$ cat src/rtl/z80_ex_ind_sp_ixiy_exec.sv
// EX (SP),IX / EX (SP),IY sequencer: read SP, read SP+1, write SP+1, write SP on a byte bus.
// Optional z80fi retirement trace ports are built when Z80FI_TRACE_EN is defined.
module z80_ex_ind_sp_ixiy_exec (
  input  logic        clk,
  input  logic        reset,
  input  logic        start,
  input  logic        iy,
  input  logic [15:0] sp_in,
  input  logic [15:0] ix_in,
  input  logic [15:0] iy_in,
  input  logic [15:0] ip_in,
  output logic        busy,
  output logic        done,
  output logic [15:0] ix_out,
  output logic [15:0] iy_out,
  output logic [15:0] ip_out,
  output logic        mem_req,
  output logic        mem_we,
  output logic [15:0] mem_addr,
  output logic [7:0]  mem_wdata,
  input  logic [7:0]  mem_rdata,
`ifdef Z80FI_TRACE_EN
  output logic        z80fi_valid,
  output logic [15:0] z80fi_insn,
  output logic [3:0]  z80fi_insn_len,
  output logic [15:0] z80fi_mem_raddr,
  output logic [15:0] z80fi_mem_raddr2,
  output logic [15:0] z80fi_mem_waddr,
  output logic [15:0] z80fi_mem_waddr2,
  output logic [7:0]  z80fi_mem_rdata,
  output logic [7:0]  z80fi_mem_rdata2,
  output logic [7:0]  z80fi_mem_wdata,
  output logic [7:0]  z80fi_mem_wdata2,
`endif
  input  logic        mem_ack
);

  typedef enum logic [2:0] {StIdle, StRdLo, StRdHi, StWrHi, StWrLo, StDone} state_e;

  state_e      state_q, state_d;
  logic        busy_q, busy_d;
  logic        done_q, done_d;
  logic [15:0] ix_out_q, ix_out_d;
  logic [15:0] iy_out_q, iy_out_d;
  logic [15:0] ip_out_q, ip_out_d;
  logic        mem_req_q, mem_req_d;
  logic        mem_we_q, mem_we_d;
  logic [15:0] mem_addr_q, mem_addr_d;
  logic [7:0]  mem_wdata_q, mem_wdata_d;

  // Operands latched on start
  logic        sel_iy_q, sel_iy_d;
  logic [15:0] sp_q, sp_d;
  logic [15:0] ix_q, ix_d;
  logic [15:0] iy_q, iy_d;
  logic [15:0] ip_q, ip_d;
  logic [7:0]  lo_q, lo_d;
  logic [7:0]  hi_q, hi_d;

`ifdef Z80FI_TRACE_EN
  logic        fi_valid_q, fi_valid_d;
  logic [15:0] fi_insn_q, fi_insn_d;
  logic [3:0]  fi_len_q, fi_len_d;
  logic [15:0] fi_raddr_q, fi_raddr_d;
  logic [15:0] fi_raddr2_q, fi_raddr2_d;
  logic [15:0] fi_waddr_q, fi_waddr_d;
  logic [15:0] fi_waddr2_q, fi_waddr2_d;
  logic [7:0]  fi_rdata_q, fi_rdata_d;
  logic [7:0]  fi_rdata2_q, fi_rdata2_d;
  logic [7:0]  fi_wdata_q, fi_wdata_d;
  logic [7:0]  fi_wdata2_q, fi_wdata2_d;
`endif

  logic        ack_ok;
  logic [15:0] sp_p1;
  logic [15:0] sel_reg;

  assign ack_ok  = mem_ack & mem_req_q;
  assign sp_p1   = sp_q + 16'd1;
  assign sel_reg = sel_iy_q ? iy_q : ix_q;

  always_comb begin
    state_d     = state_q;
    done_d      = 1'b0;
    ix_out_d    = ix_out_q;
    iy_out_d    = iy_out_q;
    ip_out_d    = ip_out_q;
    mem_req_d   = mem_req_q;
    mem_we_d    = mem_we_q;
    mem_addr_d  = mem_addr_q;
    mem_wdata_d = mem_wdata_q;
    sel_iy_d    = sel_iy_q;
    sp_d        = sp_q;
    ix_d        = ix_q;
    iy_d        = iy_q;
    ip_d        = ip_q;
    lo_d        = lo_q;
    hi_d        = hi_q;
`ifdef Z80FI_TRACE_EN
    fi_valid_d  = 1'b0;
    fi_insn_d   = fi_insn_q;
    fi_len_d    = fi_len_q;
    fi_raddr_d  = fi_raddr_q;
    fi_raddr2_d = fi_raddr2_q;
    fi_waddr_d  = fi_waddr_q;
    fi_waddr2_d = fi_waddr2_q;
    fi_rdata_d  = fi_rdata_q;
    fi_rdata2_d = fi_rdata2_q;
    fi_wdata_d  = fi_wdata_q;
    fi_wdata2_d = fi_wdata2_q;
`endif

    // Bus outputs are computed for the state being entered so they are registered on entry.
    unique case (state_q)
      StIdle: begin
        if (start) begin
          state_d    = StRdLo;
          sel_iy_d   = iy;
          sp_d       = sp_in;
          ix_d       = ix_in;
          iy_d       = iy_in;
          ip_d       = ip_in;
          mem_req_d  = 1'b1;
          mem_we_d   = 1'b0;
          mem_addr_d = sp_in;
        end
      end
      StRdLo: begin
        if (ack_ok) begin
          state_d    = StRdHi;
          lo_d       = mem_rdata;
          mem_addr_d = sp_p1;
        end
      end
      StRdHi: begin
        if (ack_ok) begin
          state_d     = StWrHi;
          hi_d        = mem_rdata;
          mem_we_d    = 1'b1;
          mem_addr_d  = sp_p1;
          mem_wdata_d = sel_reg[15:8];
        end
      end
      StWrHi: begin
        if (ack_ok) begin
          state_d     = StWrLo;
          mem_addr_d  = sp_q;
          mem_wdata_d = sel_reg[7:0];
        end
      end
      StWrLo: begin
        if (ack_ok) begin
          state_d   = StDone;
          done_d    = 1'b1;
          mem_req_d = 1'b0;
          mem_we_d  = 1'b0;
          ix_out_d  = sel_iy_q ? ix_q : {hi_q, lo_q};
          iy_out_d  = sel_iy_q ? {hi_q, lo_q} : iy_q;
          ip_out_d  = ip_q + 16'd2;
`ifdef Z80FI_TRACE_EN
          fi_valid_d  = 1'b1;
          fi_insn_d   = sel_iy_q ? 16'hFDE3 : 16'hDDE3;
          fi_len_d    = 4'd2;
          fi_raddr_d  = sp_q;
          fi_raddr2_d = sp_p1;
          fi_rdata_d  = lo_q;
          fi_rdata2_d = hi_q;
          fi_waddr_d  = sp_q;
          fi_waddr2_d = sp_p1;
          fi_wdata_d  = sel_reg[7:0];
          fi_wdata2_d = sel_reg[15:8];
`endif
        end
      end
      StDone:  state_d = StIdle;
      default: state_d = StIdle;
    endcase

    busy_d = (state_d != StIdle);
  end

  always_ff @(posedge clk) begin
    if (reset) begin
      state_q     <= StIdle;
      busy_q      <= 1'b0;
      done_q      <= 1'b0;
      ix_out_q    <= 16'h0000;
      iy_out_q    <= 16'h0000;
      ip_out_q    <= 16'h0000;
      mem_req_q   <= 1'b0;
      mem_we_q    <= 1'b0;
      mem_addr_q  <= 16'h0000;
      mem_wdata_q <= 8'h00;
      sel_iy_q    <= 1'b0;
      sp_q        <= 16'h0000;
      ix_q        <= 16'h0000;
      iy_q        <= 16'h0000;
      ip_q        <= 16'h0000;
      lo_q        <= 8'h00;
      hi_q        <= 8'h00;
`ifdef Z80FI_TRACE_EN
      fi_valid_q  <= 1'b0;
      fi_insn_q   <= 16'h0000;
      fi_len_q    <= 4'd0;
      fi_raddr_q  <= 16'h0000;
      fi_raddr2_q <= 16'h0000;
      fi_waddr_q  <= 16'h0000;
      fi_waddr2_q <= 16'h0000;
      fi_rdata_q  <= 8'h00;
      fi_rdata2_q <= 8'h00;
      fi_wdata_q  <= 8'h00;
      fi_wdata2_q <= 8'h00;
`endif
    end else begin
      state_q     <= state_d;
      busy_q      <= busy_d;
      done_q      <= done_d;
      ix_out_q    <= ix_out_d;
      iy_out_q    <= iy_out_d;
      ip_out_q    <= ip_out_d;
      mem_req_q   <= mem_req_d;
      mem_we_q    <= mem_we_d;
      mem_addr_q  <= mem_addr_d;
      mem_wdata_q <= mem_wdata_d;
      sel_iy_q    <= sel_iy_d;
      sp_q        <= sp_d;
      ix_q        <= ix_d;
      iy_q        <= iy_d;
      ip_q        <= ip_d;
      lo_q        <= lo_d;
      hi_q        <= hi_d;
`ifdef Z80FI_TRACE_EN
      fi_valid_q  <= fi_valid_d;
      fi_insn_q   <= fi_insn_d;
      fi_len_q    <= fi_len_d;
      fi_raddr_q  <= fi_raddr_d;
      fi_raddr2_q <= fi_raddr2_d;
      fi_waddr_q  <= fi_waddr_d;
      fi_waddr2_q <= fi_waddr2_d;
      fi_rdata_q  <= fi_rdata_d;
      fi_rdata2_q <= fi_rdata2_d;
      fi_wdata_q  <= fi_wdata_d;
      fi_wdata2_q <= fi_wdata2_d;
`endif
    end
  end

  assign busy      = busy_q;
  assign done      = done_q;
  assign ix_out    = ix_out_q;
  assign iy_out    = iy_out_q;
  assign ip_out    = ip_out_q;
  assign mem_req   = mem_req_q;
  assign mem_we    = mem_we_q;
  assign mem_addr  = mem_addr_q;
  assign mem_wdata = mem_wdata_q;

`ifdef Z80FI_TRACE_EN
  assign z80fi_valid      = fi_valid_q;
  assign z80fi_insn       = fi_insn_q;
  assign z80fi_insn_len   = fi_len_q;
  assign z80fi_mem_raddr  = fi_raddr_q;
  assign z80fi_mem_raddr2 = fi_raddr2_q;
  assign z80fi_mem_waddr  = fi_waddr_q;
  assign z80fi_mem_waddr2 = fi_waddr2_q;
  assign z80fi_mem_rdata  = fi_rdata_q;
  assign z80fi_mem_rdata2 = fi_rdata2_q;
  assign z80fi_mem_wdata  = fi_wdata_q;
  assign z80fi_mem_wdata2 = fi_wdata2_q;
`endif

endmodule
$ cat config.mk
export PLATFORM = sky130hd
export DESIGN_NAME = z80_ex_ind_sp_ixiy_exec
export DESIGN_NICKNAME = d
export VERILOG_FILES = /design/src/rtl/z80_ex_ind_sp_ixiy_exec.sv
export SDC_FILE = /design/constraint.sdc
export NUM_CORES = 1
export LEC_CHECK = 0
export CORE_MARGIN = 1
export CORE_UTILIZATION = 30
export CTS_CLUSTER_SIZE = 12
export DETAILED_ROUTE_END_ITERATION = 8
export HOLD_SLACK_MARGIN = 0.08
export PLACE_DENSITY_LB_ADDON = 0.12
export REMOVE_ABC_BUFFERS = 1
export SYNTH_ARGS = -nofsm -noshare
export SYNTH_HDL_FRONTEND = slang
export SYNTH_SLANG_ARGS = --single-unit
$ cat constraint.sdc
create_clock -name clk -period 5.8 [get_ports clk]
set_clock_uncertainty 0.2 [all_clocks]
set_input_delay 0.87 -clock clk [delete_from_list [all_inputs] [get_ports clk]]
set_output_delay 0.87 -clock clk [all_outputs]
set_load 0.005 [all_outputs]
==> impl_metrics.yaml <==
yosys:
  synth_edf_count: 0
  ys_warn_count: 0
  ys_seq_area_share_pct: 46.90
  synthCells: 785
  ys.flop_type: "dfxtp_1"
  yosysUniqueCellTypes: 51
  yosys.area.top_type: "dfxtp_1"
  synthTopCellsByCount: "dfxtp_1 (160), nand2_1 (145), nor2_1 (85)"
  syn_area_per_cell_sq_um: 8.699
  yosysMostFrequentCell: "dfxtp_1"
  netlist_top_cells_area: "dfxtp_1 (47%), nand2_1 (8.0%), mux2i_1 (7.3%), a211oi_1 (6.4%), a21oi_1 (5.5%)"
  syn-cell-area_sq_mm: 0.006829
  async_flop_share_pct: 0
  ys_seq_elements: 160
  synth_top_area_share_pct: 46.90
drt:
  ant_nets: 0
  drc: 0
  num_vias: 5877
  first_pass_iters: 5
  routedWlPerCell_um: 16.12
  wirelength_um: 19310
  viasPerCell: 4.906
  dr.first_iter.drc_count: 300
floorplanning:
  die_area_sq_mm: 0.02337
  ios: 153
  die-height_um: 152.9
  fp.dieW_um: 152.9
  start_util_pct: 30.91
  rows: 54
  core_area_sq_mm: 0.02209
power:
  leakage_nw: 3.005
  clkPwrFrac_pct: 44.0
  swShare_pct: 26.72
  p_per_area_mw_per_mm2: 288.4
  p_seq_share_pct: 45.2
  vdd_drop_max_uv: 157.2
  internal-power_mw: 1.938
  total_power_mw: 2.644
  p_comb_share_pct: 10.8
  power.switching_mw: 0.7066
timing:
  fin_crit_ns: 2.998
  setup_ws_ns: 2.802
  tightest_slew_ns: 0.9708
  hold_viol_final: 0
  finalSetupViolCount: 0
  fmax_ghz: 0.3335
  whs_ns: 0.2587
  fin_setup_tns_ns: 0
  rsz0062_at_grt: "no"
  slew_headroom_pct: 35.28
  period_share_pct: 51.69
  finalMaxSlewViolations: 0
final_layout:
  diodes: 0
  postLayoutCoreUtil_pct: 41.49
  finalNonFillerCells: 1198
  drive_gt1_share_pct: 6.645
  final_area_sq_mm: 0.009168
  nets: 984
  areaGrowthSynthToFinish_pct: 34.24
job:
  maxCapViolations: 0
clock_network:
  cts_buffers: 17
  post_cts_resized: 0
  ctsHoldBuffers: 0
  postCtsSetupRepairBufs: 0
  tritoncts: "yes"
  clk_latency_ns: 0.44
  path_clk_slew_ns: 0.07
  htree_num_levels: 4
  cts_max_path_buffers: 2
  clkSinkCount: 160
  cts-root-buf: "clkbuf_16"
setup_path:
  cpPeakStageDelay_ns: 0.74
  critPathSlowestCell: "buf_4"
  worstPathArrival_ns: 3.13
  crit_chain: "clkdlybuf4s50_1 -> nand2_1 -> nor4b_4 -> buf_4 -> nor2_1 -> a311oi_1"
  crit_fanout: 95
  crit_path_end_kind: "flip-flop"
  setup.worst_path.start_class: "input port"
  worstPathRequired_ns: 5.93
  crit_type: "in2reg"
grt:
  grt_max_degree: 96
  grt_util_all_layers_pct: 16.97
  grt_pass1_wl_um: 31180
  antenna_found_initial: 0
  overflow: 0
  grt_pass1_vias: 5635
worst_hold_path:
  hold_class: "reg2reg"
status:
  status: "finished, final reports clean"
place:
  dp.final_hpwl_um: 12430
  postPlaceCellArea_sq_mm: 0.008568
  place_ws_ns: 2.389
  gp_congestion: 0.7247
  port_buffers: 152
  dp_cells: 1166
[cell usage in the layout (no fill, tap or decap), types with 3 or more instances in the layout]
cell type	Yosys	routed
and3_1	3	3
nor4_1	8	8
clkdlybuf4s50_1	0	151
buf_4	0	14
mux4_2	8	8
nand4_1	5	5
o31a_1	4	4
a21oi_1	75	75
clkbuf_16	0	17
nand2_1	145	145
xor2_1	6	6
xnor2_1	10	10
inv_1	7	7
dfxtp_1	160	159
nor3_1	11	11
o21ai_0	9	9
a221oi_1	10	10
o21a_1	4	4
mux2i_1	50	50
a211oi_1	58	58
nand3b_1	3	3
nand3_1	14	14
inv_6	0	6
a22o_1	9	9
clkinv_4	0	3
nor2_1	85	85
[final timing paths]
path | startpoint | end | slack, ns | depth (start not counted)
setup reg to reg | state_q[1] | mem_wdata[6] | 2.95 | 4
hold reg to reg | ip_q[0] | ip_out[0] | 0.26 | 2
hold / removal | ip_q[0] | ip_out[0] | 0.26 | 2
setup / recovery | mem_ack | ip_out[15] | 2.80 | 6
[registers in the layout, indices dropped and copies added, names as in the netlist]
signal,cells
state_q,3
ip_q,16
done,1
mem_we,1
mem_req,1
lo_q,8
iy_out,16
mem_wdata,8
mem_addr,16
ix_q,16
sel_iy_q,1
ip_out,16
busy,1
hi_q,8
iy_q,16
sp_q,16
ix_out,16
[critical path, delay by kind of cell]
family,cells,cell delay [ns]
compound gates,1,0.30
simple gates,3,0.52
buf+inv,2,1.33
[area by class of cell]
class,count,area [sq um]
clock inverter,15,173.9
tap,280,350.3
clock buffer,17,425.4
fill,2241,12930
timing repair buffer,165,1617
multi-input combinational,554,3371
inverter,7,26.28
sequential,160,3204
[logic make-up (layout without fill, tap and decap cells)]
group                      after synthesis  in the layout  synth area share [%]
xor gates and xnor gates                16             16                 2.052
adders and majority gates                2              2                0.3664
DFF                                    160            160                 46.90
muxes                                   59             59                 10.13
buffers and inverters                   71            204                 4.049
AOI/OAI and AO/OA                      184            184                 17.79
and+or+nand+nor                        293            293                 18.71
[power by group through the flow]
stage / Sequential [mW] / Combinational [mW] / Clock [mW]
6_report: 1.20 / 0.286 / 1.16
4_1_cts: 1.20 / 0.291 / 1.19
2_1_floorplan: 1.21 / 0.138 / 0
3_5_place_dp: 1.22 / 0.290 / 0
5_1_grt: 1.20 / 0.318 / 1.24
3_3_place_gp: 1.22 / 0.289 / 0
[layer usage]
metal	GRT usage (%)	wire [um]
met4	5.628	256
met1	23.56	9548
met5	0	0
met2	26.21	8749
met3	3.431	753
Note: power is estimated with default switching activity, not from simulation.
